### config.mk
export PLATFORM = sky130hd
export DESIGN_NAME = tick_timer_ctrl
export DESIGN_NICKNAME = d
export VERILOG_FILES = /design/src/rtl/tick_timer_ctrl.sv
export SDC_FILE = /design/constraint.sdc
export NUM_CORES = 1
export LEC_CHECK = 0
export ABC_AREA = 1
export ABC_CLOCK_PERIOD_IN_PS = 2700
export CAP_MARGIN = 25
export CORE_MARGIN = 2
export CORE_UTILIZATION = 30
export DETAILED_ROUTE_END_ITERATION = 10
export SETUP_SLACK_MARGIN = 0.3
export SLEW_MARGIN = 10
export SYNTH_ARGS = -nofsm -noshare
export SYNTH_HDL_FRONTEND = slang
export SYNTH_SLANG_ARGS = --single-unit
### constraint.sdc
create_clock -name clk -period 2.7 [get_ports clk]
set_input_delay 0.54 -clock clk [delete_from_list [all_inputs] [get_ports clk]]
set_output_delay 0.54 -clock clk [all_outputs]
set_load 0.02 [all_outputs]
### src/rtl/tick_timer_ctrl.sv
// Programmable one-shot/periodic tick timer with config handshake and start/pause/stop control.
// Optional prescaler is built when TIMER_PRESCALE_EN is defined.
module tick_timer_ctrl #(
  parameter int unsigned WIDTH    = 32,
  parameter int unsigned PRESCALE = 4
) (
  input  logic             clk,
  input  logic             reset,
  input  logic             cfg_valid,
  output logic             cfg_ready,
  input  logic [WIDTH-1:0] cfg_period,
  input  logic             cfg_periodic,
  input  logic             start,
  input  logic             pause,
  input  logic             stop,
  output logic [WIDTH-1:0] count,
  output logic             tick,
  output logic             busy,
  output logic             done
);

  typedef enum logic [1:0] {StIdle, StRun, StHold, StDone} state_e;

  state_e           state;
  logic [WIDTH-1:0] period;
  logic             periodic;
  logic             step_en;
  logic             wrap;

  if (PRESCALE < 1) begin : g_bad_prescale
    $error("PRESCALE must be at least 1");
  end

  assign cfg_ready = (state == StIdle) || (state == StDone);
  assign wrap      = (count == period - WIDTH'(1));

`ifdef TIMER_PRESCALE_EN
  localparam int unsigned PsW = (PRESCALE > 1) ? $clog2(PRESCALE) : 1;
  logic [PsW-1:0] presc;
  assign step_en = (presc == PsW'(PRESCALE - 1));
`else
  assign step_en = 1'b1;
`endif

  always_ff @(posedge clk) begin
    if (reset) begin
      state    <= StIdle;
      period   <= '0;
      periodic <= 1'b0;
      count    <= '0;
      tick     <= 1'b0;
      busy     <= 1'b0;
      done     <= 1'b0;
`ifdef TIMER_PRESCALE_EN
      presc    <= '0;
`endif
    end else begin
      tick <= 1'b0;
      if (stop) begin
        state <= StIdle;
        count <= '0;
        busy  <= 1'b0;
        done  <= 1'b0;
`ifdef TIMER_PRESCALE_EN
        presc <= '0;
`endif
      end else if (cfg_valid && cfg_ready) begin
        period   <= cfg_period;
        periodic <= cfg_periodic;
        count    <= '0;
        done     <= 1'b0;
`ifdef TIMER_PRESCALE_EN
        presc    <= '0;
`endif
        // A start offered alongside the config runs with the new period.
        if (start && (cfg_period != '0)) begin
          state <= StRun;
          busy  <= 1'b1;
        end else begin
          state <= StIdle;
          busy  <= 1'b0;
        end
      end else if (start && cfg_ready) begin
        if (period != '0) begin
          state <= StRun;
          count <= '0;
          busy  <= 1'b1;
          done  <= 1'b0;
`ifdef TIMER_PRESCALE_EN
          presc <= '0;
`endif
        end
      end else if ((state == StRun) || (state == StHold)) begin
        if (pause) begin
          state <= StHold;
        end else begin
          state <= StRun;
`ifdef TIMER_PRESCALE_EN
          presc <= step_en ? '0 : presc + PsW'(1);
`endif
          if (step_en) begin
            if (wrap) begin
              count <= '0;
              tick  <= 1'b1;
              if (!periodic) begin
                state <= StDone;
                done  <= 1'b1;
                busy  <= 1'b0;
              end
            end else begin
              count <= count + WIDTH'(1);
            end
          end
        end
      end
    end
  end

endmodule
==> impl_metrics.json <==
{
  "cts_made_buffers": 9,
  "place_congestion": 0.903,
  "nets": 861,
  "crit_path_start_kind": "register",
  "drt-total-wl_um": 14400,
  "vias": 4882,
  "grtUsageTotal_pct": 18.0,
  "core_area_sq_mm": 0.0150,
  "drc": 0,
  "die_w_um": 127,
  "hold_slack_ps": 505,
  "yosys_warnings": 0,
  "critPathCaptureType": "register",
  "cts.sink_count": 70,
  "fmax_mhz": 439,
  "port_buffers": 74,
  "ir_drop_v": 0.000284,
  "rows": 45,
  "antenna_found_initial": 0,
  "critPathMaxFanout": 7,
  "io-pin-count": 75,
  "setup_tns_ps": 0,
  "vias_per_cell": 4.82,
  "postSynthCellCount": 730,
  "hold_path.class": "register to register",
  "ant_nets": 0,
  "avgSynthCellArea_sq_um": 6.26,
  "crit_required_ps": 2930,
  "slew_headroom_pct": 68.0,
  "n_antenna_cell": 0,
  "outcome": "finished, final reports clean",
  "cap_violations": 0,
  "fin_crit_ps": 2280,
  "fin_skew_ps": 6.15,
  "syn_nets": 771,
  "design.die.area_sq_mm": 0.0162,
  "drive_gt1_share_pct": 10.4,
  "fin_crit_sh_pct": 84.3,
  "leakage_uw": 0.00249,
  "setup_viol": 0,
  "ctsLongestPathBuffers": 2,
  "grt_start_max_net_pins": 67,
  "drt_iter0_drc": 286,
  "die_h_um": 127,
  "ys_types": 33,
  "drv_slew": 0,
  "synth_seq_cells": 70,
  "syn_to_final_growth_pct": 32.7,
  "post_drt_wl_per_cell_um": 14.2,
  "clk_latency_ps": 340,
  "setup_ws_ps": 425,
  "critical_path_class": "register to register",
  "tightest_slew_ps": 475,
  "rsz0062_at_grt": "true",
  "syn_area_sq_mm": 0.00457,
  "powerDensity_mw_per_mm2": 498,
  "hold_violations": 0,
  "cts_tree": "yes",
  "grt.overflow.total": 0,
  "grt_pass1_wl_um": 22900,
  "cts_root_buf": "clkbuf_16",
  "arrival_ps": 2510,
  "seq_area_frac_synth_pct": 30.7,
  "final_common_cell": "nand2_1",
  "start_util_pct": 30.4,
  "grt_pass1_vias": 4582,
  "dr.pass1.iters": 5,
  "fin_total_pwr_uw": 3020,
  "dp_hpwl_um": 11100,
  "fillers": 1574,
  "place_worst_setup_slack_ps": 209,
  "clk_pin_slew_ps": 60,
  "final_cell_mix": "164 x nand2_1, 100 x inv_1, 96 x nor2_1",
  "htreeDepth": 3
}
## layer usage
layer	wire (um)	track usage, %
met2	6290	28.6
met1	6880	23.9
met3	842	3.73
met4	351	7.11
met5	0	0
## Yosys cell counts, drive strengths merged
cell type | n | area, sq um
nand2 | 177 | 692
nor2 | 119 | 479
inv | 103 | 387
dfxtp | 70 | 1400
o21ai | 44 | 220
a21oi | 43 | 215
nand3 | 38 | 190
xor2 | 25 | 219
xnor2 | 19 | 166
nor3 | 17 | 85.1
nand4 | 15 | 93.8
clkbuf | 11 | 41.3
nand3b | 9 | 67.6
nor4 | 9 | 56.3
nor3b | 8 | 60.1
buf | 5 | 45.0
o21bai | 4 | 30.0
or2 | 3 | 18.8
a21o | 2 | 15.0
a31oi | 2 | 12.5
ha | 2 | 25.0
a211oi | 1 | 7.51
clkinv | 1 | 3.75
o21a | 1 | 7.51
o22ai | 1 | 6.26
xnor3 | 1 | 22.5
## metrics by stage
step	instance area [sq um]	util [%]	cells
global placement	5600	37.2	993
finish	6060	40.3	1013
global route	6060	40.3	1013
detailed placement	5600	37.2	993
CTS	5930	39.4	1009
floorplan	4570	-	730
## report_power, final
group | switching, uW | internal (uW)
combinational | 416 | 274
clock | 442 | 764
sequential | 50.9 | 1070
## cell type report
type / instances / area (sq um) / share of cell area [%]
repair buffers: 95 / 911 / 15.0
multi-input cells: 540 / 2820 / 46.5
clock buffers: 13 / 260 / 4.29
inverters: 104 / 390 / 6.44
flip-flops and latches: 70 / 1410 / 23.2
well taps: 188 / 235 / 3.88
clock inverters: 3 / 42.5 / 0.702
## kinds of logic after synthesis
| group | share of synthesized area, % |
|---|---|
| compound gates | 11.3 |
| flops | 30.7 |
| simple gates | 38.2 |
| buf+inv | 10.4 |
| xor+xnor | 8.93 |
| fa+ha+maj | 0.548 |
## flip-flops by register name, indices dropped and copies added (netlist names)
| signal | cells |
|---|---|
| done | 1 |
| periodic | 1 |
| count | 32 |
| tick | 1 |
| busy | 1 |
| state | 2 |
| period | 32 |
## critical path, cell delays in order (launching register included)
cell and delay [ps]:
dfxtp_1 350, nor2_1 190, nand2_4 110, nor2_4 120
buf_4 150, nand2_2 70, nor2_4 110, nand3b_1 90
nand2_1 70, nand2_1 40, nor2_1 80, nand2_1 90
nor2_4 140, nand2_2 80, nand2_2 80, nand2_4 70
buf_4 170, nor3b_2 150
## path summary, 6_finish.rpt
check	start	end	slack, ps	cells after the start
worst max-delay path	period[3]$_SDFFE_PP0P_	count[27]$_SDFFE_PP0P_	420	17
worst min-delay path	period[10]$_SDFFE_PP0P_	period[10]$_SDFFE_PP0P_	500	2
worst max register to register	period[3]$_SDFFE_PP0P_	count[27]$_SDFFE_PP0P_	420	17
worst min register to register	period[10]$_SDFFE_PP0P_	period[10]$_SDFFE_PP0P_	500	2
## what timing repair did
action | 4_1_cts | 5_1_grt
hold buffers | 0 | 0
hold endpoints to repair | 0 | 0
setup endpoints to repair | 32 | 34
resized for setup | 6 | 36
pin swaps | 0 | 11
setup buffers | 0 | 4
Power figures use the tool's default switching activity.
